**src/rtl/imm_extender.sv**
```systemverilog
// Immediate extender with a two-entry (output + skid) valid/ready buffer.
// Define IMMEXT_BYTE_MODES_EN to enable modes 4 (BYTE_SIGN) and 5 (BYTE_ZERO).
module imm_extender #(
    parameter int unsigned IN_W  = 16,
    parameter int unsigned OUT_W = 32
) (
    input  logic             clk,
    input  logic             rst,
    input  logic             in_valid,
    output logic             in_ready,
    input  logic [IN_W-1:0]  in_imm,
    input  logic [2:0]       in_mode,
    output logic             out_valid,
    input  logic             out_ready,
    output logic [OUT_W-1:0] out_data,
    output logic             out_err,
    output logic [15:0]      xfer_count
);

`ifdef IMMEXT_BYTE_MODES_EN
    localparam bit ByteModes = 1'b1;
`else
    localparam bit ByteModes = 1'b0;
`endif

    typedef enum logic [1:0] {EMPTY, ONE, FULL} state_t;

    state_t           state_q, state_d;
    logic [OUT_W-1:0] out_data_q, out_data_d;
    logic             out_err_q, out_err_d;
    logic [OUT_W-1:0] skid_data_q, skid_data_d;
    logic             skid_err_q, skid_err_d;
    logic [15:0]      cnt_q, cnt_d;

    logic [OUT_W-1:0] sign_ext;
    logic [OUT_W-1:0] ext_data;
    logic             ext_err;
    logic             in_xfer, out_xfer;

    assign sign_ext = {{(OUT_W-IN_W){in_imm[IN_W-1]}}, in_imm};

    always_comb begin
        ext_data = '0;
        ext_err  = 1'b0;
        case (in_mode)
            3'd0: ext_data = sign_ext;
            3'd1: ext_data = {{(OUT_W-IN_W){1'b0}}, in_imm};
            3'd2: ext_data = {in_imm, {(OUT_W-IN_W){1'b0}}};
            3'd3: ext_data = {sign_ext[OUT_W-3:0], 2'b00};
            3'd4: begin
                if (ByteModes) ext_data = {{(OUT_W-8){in_imm[7]}}, in_imm[7:0]};
                else           ext_err  = 1'b1;
            end
            3'd5: begin
                if (ByteModes) ext_data = {{(OUT_W-8){1'b0}}, in_imm[7:0]};
                else           ext_err  = 1'b1;
            end
            default: ext_err = 1'b1;
        endcase
    end

    // Ready depends only on registered state, never on out_ready.
    assign in_ready  = (state_q != FULL);
    assign out_valid = (state_q != EMPTY);
    assign in_xfer   = in_valid & in_ready;
    assign out_xfer  = out_valid & out_ready;

    always_comb begin
        state_d     = state_q;
        out_data_d  = out_data_q;
        out_err_d   = out_err_q;
        skid_data_d = skid_data_q;
        skid_err_d  = skid_err_q;
        cnt_d       = out_xfer ? cnt_q + 16'd1 : cnt_q;
        case (state_q)
            EMPTY: begin
                if (in_xfer) begin
                    out_data_d = ext_data;
                    out_err_d  = ext_err;
                    state_d    = ONE;
                end
            end
            ONE: begin
                if (in_xfer && out_xfer) begin
                    out_data_d = ext_data;
                    out_err_d  = ext_err;
                end else if (in_xfer) begin
                    skid_data_d = ext_data;
                    skid_err_d  = ext_err;
                    state_d     = FULL;
                end else if (out_xfer) begin
                    state_d = EMPTY;
                end
            end
            FULL: begin
                if (out_xfer) begin
                    out_data_d = skid_data_q;
                    out_err_d  = skid_err_q;
                    state_d    = ONE;
                end
            end
            default: state_d = EMPTY;
        endcase
    end

    always_ff @(posedge clk) begin
        if (rst) begin
            state_q     <= EMPTY;
            out_data_q  <= '0;
            out_err_q   <= 1'b0;
            skid_data_q <= '0;
            skid_err_q  <= 1'b0;
            cnt_q       <= '0;
        end else begin
            state_q     <= state_d;
            out_data_q  <= out_data_d;
            out_err_q   <= out_err_d;
            skid_data_q <= skid_data_d;
            skid_err_q  <= skid_err_d;
            cnt_q       <= cnt_d;
        end
    end

    assign out_data   = out_data_q;
    assign out_err    = out_err_q;
    assign xfer_count = cnt_q;

endmodule

```
**config.mk**
```make
export PLATFORM = sky130hd
export DESIGN_NAME = imm_extender
export DESIGN_NICKNAME = d
export VERILOG_FILES = /design/src/rtl/imm_extender.sv
export SDC_FILE = /design/constraint.sdc
export NUM_CORES = 1
export LEC_CHECK = 0
export CAP_MARGIN = 20
export CORE_MARGIN = 2
export CORE_UTILIZATION = 25
export DETAILED_ROUTE_END_ITERATION = 10
export PLACE_DENSITY = 0.5
export RECOVER_POWER = 25
export SLEW_MARGIN = 40
export SYNTH_ARGS = -nofsm -noshare
export SYNTH_HDL_FRONTEND = slang
export SYNTH_SLANG_ARGS = --single-unit
```
**constraint.sdc**
```tcl
create_clock -name clk -period 1.9 [get_ports clk]
set_clock_uncertainty 0.05 [all_clocks]
set_input_delay 0.19 -clock clk [delete_from_list [all_inputs] [get_ports clk]]
set_output_delay 0.19 -clock clk [all_outputs]
set_load 0.1 [all_outputs]
```
### Word level (Yosys, flattened, before mapping)

Index checks and enable logic that the tools add are counted.

* memories kept: 0
* register bits: 84
* RAM bits: 0
* input port bits: 23
* output and inout port bits: 51
* ROM bits: 0
* latch bits: 0
* logic and storage cells: 46

* multiplexer cells: 16
* $mul: 0
* shifts and indexed selects: 0
* reductions and logical operators: 9
* $add $sub $neg: 1
* order comparisons: 0
* div/mod/pow operators: 0
* bitwise operators: 3
* equality and inequality tests: 11

Operator list (count)
* case mux 32 bit (4 select lines): 1
* two-way mux 32 bit: 3
* case mux 32 bit (3 select lines): 1
* adder 16 x 1 -> 16 bit, second input constant: 1
* two-way mux 2 bit: 5
* != test 2 bit, second input constant: 5
* AND reduction 4 bit: 2
* equality test 3 x 2 -> 1 bit, second input constant: 2
* case mux 2 bit (3 select lines): 1
* two-way mux 1 bit: 4
* OR reduction 4 bit: 1
* equality test 3 x 1 -> 1 bit, second input constant: 1
* logical NOT 3 bit: 1
* != test 3 bit, second input constant: 1
* case mux 1 bit (3 select lines): 1
* AND reduction 3 bit: 1
* nonzero test 3 bit: 1
* bitwise AND 1 bit: 2
* equality test 2 x 1 -> 1 bit, second input constant: 1
* equality test 2 bit, second input constant: 1
* logical NOT 2 bit: 1
* nonzero test 2 bit: 1
* logical AND 1 bit: 1
* inverter 1 bit: 1

### Depth between registers and ports, before layout

* depth in word-level cells: 6
* gate-level depth with buffers: 7
* depth with buffers taken out: 5

### Worst setup path after synthesis

No wires, ideal clock.

* path type: reg-to-reg
* start point: reg cnt_q[7] (netlist: xfer_count[7])
* end point: reg cnt_q[15] (netlist: xfer_count[15])
* period minus slack after synthesis: 2399 ps
* stages on the path, launching flop included: 5
* buffers on the path: 0
* arrival time: 2228 ps
* setup slack: -499 ps
* path through: dfxtp_1 > nand4_1 > nor4_4 > nand3_1 > mux2_4

* longest elaborated chain between the ends: 1

Ends and longest elaborated chain
* start: declaration: line 33 `logic [15:0] cnt_q, cnt_d;`
* start signal: assignment: line 120 `cnt_q <= cnt_d;`
* adder 16 x 1 -> 16 bit: line 74 `cnt_d = out_xfer ? cnt_q + 16'd1 : cnt_q;`

Every way passes these cells.
A chain may end at the register's enable or synchronous reset.

### Final worst setup path

* start point: reg state_q[0]
* end point: out in_ready

* longest elaborated chain between the ends: 1

Ends and longest elaborated chain
* start: declaration: line 28 `state_t state_q, state_d;`
* start signal: assignment: line 115 `state_q <= state_d;`
* != test 2 bit: line 63 `assign in_ready = (state_q != FULL);`
* end: declaration: line 10 `output logic in_ready,`

Every way passes these cells.

==> results.md <==
* Layout cell share with drive strength beyond 1 at 24.8%
* Area grow syn2layout at 30.0%
* Clock transition at path regs at 0.06 ns
* Sequential area share after synthesis at 42.1%
* Die ar. at 17000 um^2
* Vias at 3634
* DRC violations left at 0
* RSZ-0062 raised after global routing: no
* CTS Buffer Depth at 2
* HP Class: in -> reg
* Critical setup path kind: reg -> out
* Cell family with most CP delay: buffers and inverters
* Detail Route met3 WL at 463 um
* Initial core utilization at 25.3%
* Crit-path max cell delay at 0.51 ns
* Clk_lat worst skew at 0.34 ns
* Synth Register Bits at 84
* Antenna-violating nets left at 0
* Antenna Cells at 0
* Die Width at 130 um
* WL met1 at 5380 um
* Crit path launch type: flip-flop
* Final hold vios at 0
* Maximum VDD drop at 0.417 mV
* First-pass GRT wire length at 18400 um
* Final core utilization at 33.0%
* Detail Route met2 WL at 5370 um
* GRT overflow at 0
* Largest net degree at the start of global routing at 49
* Final HPWL DP at 8090 um
* GP Congestion at 0.790
* Top Metal Used: met4
* First-pass DRT Iterations at 4
* Antenna violations before repair at 0
* Leak pwr at 1.95 nW
* Starting DRC count in detailed routing at 294
* IO Pins at 74
* Hold_buf cts at 0
* TritonCTS Buffers at 9
* Main synth FF type: dfxtp_1
* CP max-delay cell: dfxtp_1
* Root buffer cell: clkbuf_16
* Vias per inst at 4.83
* Final number of setup-violating endpoints at 0
* CTS tree: yes
* MaxCap Viol Count at 0
* Post-Synthesis Cells at 460
* CP Data Required Time at 1.66 ns
* CTS H-Tree Depth at 3
* Most common cell on crit path: buf_12
* WP data arrival at 1.56 ns
* P per Cell Area at 899 nW/um^2
* CP endpoint kind: primary output
* WL/cell at 15.2 um
* Layout net count at 556
* Yosys warning total at 0
* Core area at 15800 um^2
* Max FO, Critical Path at 27
* Fmax at 555 MHz
* # port buffers at 73
* Total track usage at 13.9%
* Syn Nets at 484
* CTS sink count at 84
* CP Buf/Inv Count at 3
* Vias in the first global route at 3541
* Yosys cell types at 51
* Max-slew violations at 0
* EDFF count, synth at 0
* Run status: complete, no violations
* Die H at 130 um
* CP cell instances: nor2b_4 > buf_12 > inv_4 > buf_12
* Asr flop ratio synth at 0%
* Routed WL at 11400 um
* Synth Cell Area at 4000 um^2
* Synth Area per Inst at 8.69 um^2
* Fillers at 1694
* Final min period at 1.80 ns
* Max_slew headroom at 59.6%
* Tightest Pin Transition at 0.605 ns
* Post-route setup TNS at 0 ns
* Fin crit share at 94.8%
* # rows at 46
==> synthesized netlist by cell type (2+ instances only) <==
| master | count | share of area (%) |
|---|---|---|
| nor2_1 | 64 | 6.0 |
| a211oi_1 | 7 | 1.3 |
| a32o_1 | 13 | 3.3 |
| nor3_1 | 18 | 2.3 |
| a221oi_1 | 14 | 3.1 |
| dfxtp_1 | 84 | 42 |
| nor4_1 | 3 | 0.47 |
| mux2i_1 | 15 | 3.8 |
| o21ai_0 | 16 | 2.0 |
| clkbuf_1 | 13 | 1.2 |
| a211oi_2 | 9 | 2.8 |
| xnor2_1 | 9 | 2.0 |
| xor2_1 | 5 | 1.1 |
| buf_2 | 19 | 2.4 |
| a21oi_1 | 34 | 4.3 |
| inv_1 | 2 | 0.19 |
| nand2_1 | 58 | 5.4 |
| a311oi_1 | 4 | 0.88 |
| nor3b_1 | 2 | 0.38 |
| a22oi_1 | 14 | 2.6 |
| nor2b_1 | 4 | 0.63 |
| nand3_1 | 11 | 1.4 |
| nor4b_2 | 2 | 0.75 |
| or3_1 | 2 | 0.31 |
| buf_4 | 9 | 1.7 |
| nand4_1 | 4 | 0.63 |
==> through the flow <==
step	hold slack [ns]	worst slack, ns	total power [W]	instances	instance area, um^2
after floorplan	0.287	-0.204	0.00278	460	4010
after global placement	0.393	-0.0822	0.00311	737	5000
after detailed placement	0.398	-0.125	0.00312	737	5000
after CTS	0.163	0.0640	0.00477	753	5280
after global routing	0.185	0.0307	0.00486	753	5200
final	0.165	0.0992	0.00468	753	5200
==> routing by layer <==
metal  global-route usage, %  up-vias
met2                    22.8       80
li1                        -     1792
met4                    5.44        0
met1                    17.9     1749
met5                       0        -
met3                    3.34       13
==> path summary, 6_finish.rpt <==
check	from	to	slack, ns	cells past startpoint
setup / recovery	state_q[0]$_SDFFE_PP0P_	in_ready	0.1	4
hold / removal	rst	xfer_count[7]$_SDFFE_PP0P_	0.17	2
setup reg to reg	state_q[0]$_SDFFE_PP0P_	skid_data_q[16]$_SDFFE_PP0P_	0.24	4
hold reg to reg	skid_data_q[0]$_SDFFE_PP0P_	skid_data_q[0]$_SDFFE_PP0P_	0.40	2
==> final cells by class <==
cell class	count	area (um^2)	share of cell area, %
Clock buffer	12	246	4.74
Inverter	3	13.8	0.265
Sequential cell	84	1700	32.6
Multi-Input combinational cell	330	2090	40.1
Clock inverter	4	25.0	0.481
Tap cell	216	270	5.20
Timing Repair Buffer	104	861	16.6
==> logic make-up (layout without fill, tap and decap cells) <==
| kind of cell | Yosys count | after routing | share of synthesized area (%) |
|---|---|---|---|
| muxes | 17 | 17 | 4.69 |
| buffers and inverters | 46 | 123 | 5.95 |
| DFF | 84 | 84 | 42.1 |
| adders and majority gates | 1 | 1 | 0.313 |
| xor gates and xnor gates | 14 | 14 | 3.07 |
| AOI/OAI and AO/OA | 118 | 118 | 22.5 |
| and+or+nand+nor | 180 | 180 | 21.4 |
==> state kept, by name, summed over array words and instances (netlist names) <==
register,flops
skid_err_q,1
state_q,2
out_data,32
skid_data_q,32
out_err,1
xfer_count,16
==> what timing repair did <==
item                                   4_1_cts  5_1_grt
setup endpoints to repair                    1        1
gates resized for setup                      2        1
buffers inserted                             0        0
endpoints found under the hold margin        0        0
cloned                                       0        0
==> power breakdown <==
group / internal, W / switching, W
Combinational: 0.000302 / 0.000847
Clock: 0.000918 / 0.000719
Sequential: 0.00184 / 0.0000508
==> cell usage in the layout (no fill, tap or decap), drive strengths merged, types with 2 or more instances in the layout <==
cell type and n:
nor2 66, clkbuf 45, clkdlybuf4s50 21, clkinvlp 2
o21ai 16, a221oi 14, nand2 58, nor3b 2
mux2i 16, or3 2, a211oi 16, a21oi 34
nor3 18, a32o 13, a311oi 4, a2bb2oi 2
nor4b 2, xor2 5, nor4 4, clkinv 2
dfxtp 84, xnor2 9, nor2b 5, buf 50
inv 3, nand4 5, nand3 11, a22oi 14
No activity file was read; power rests on OpenSTA's default activity.
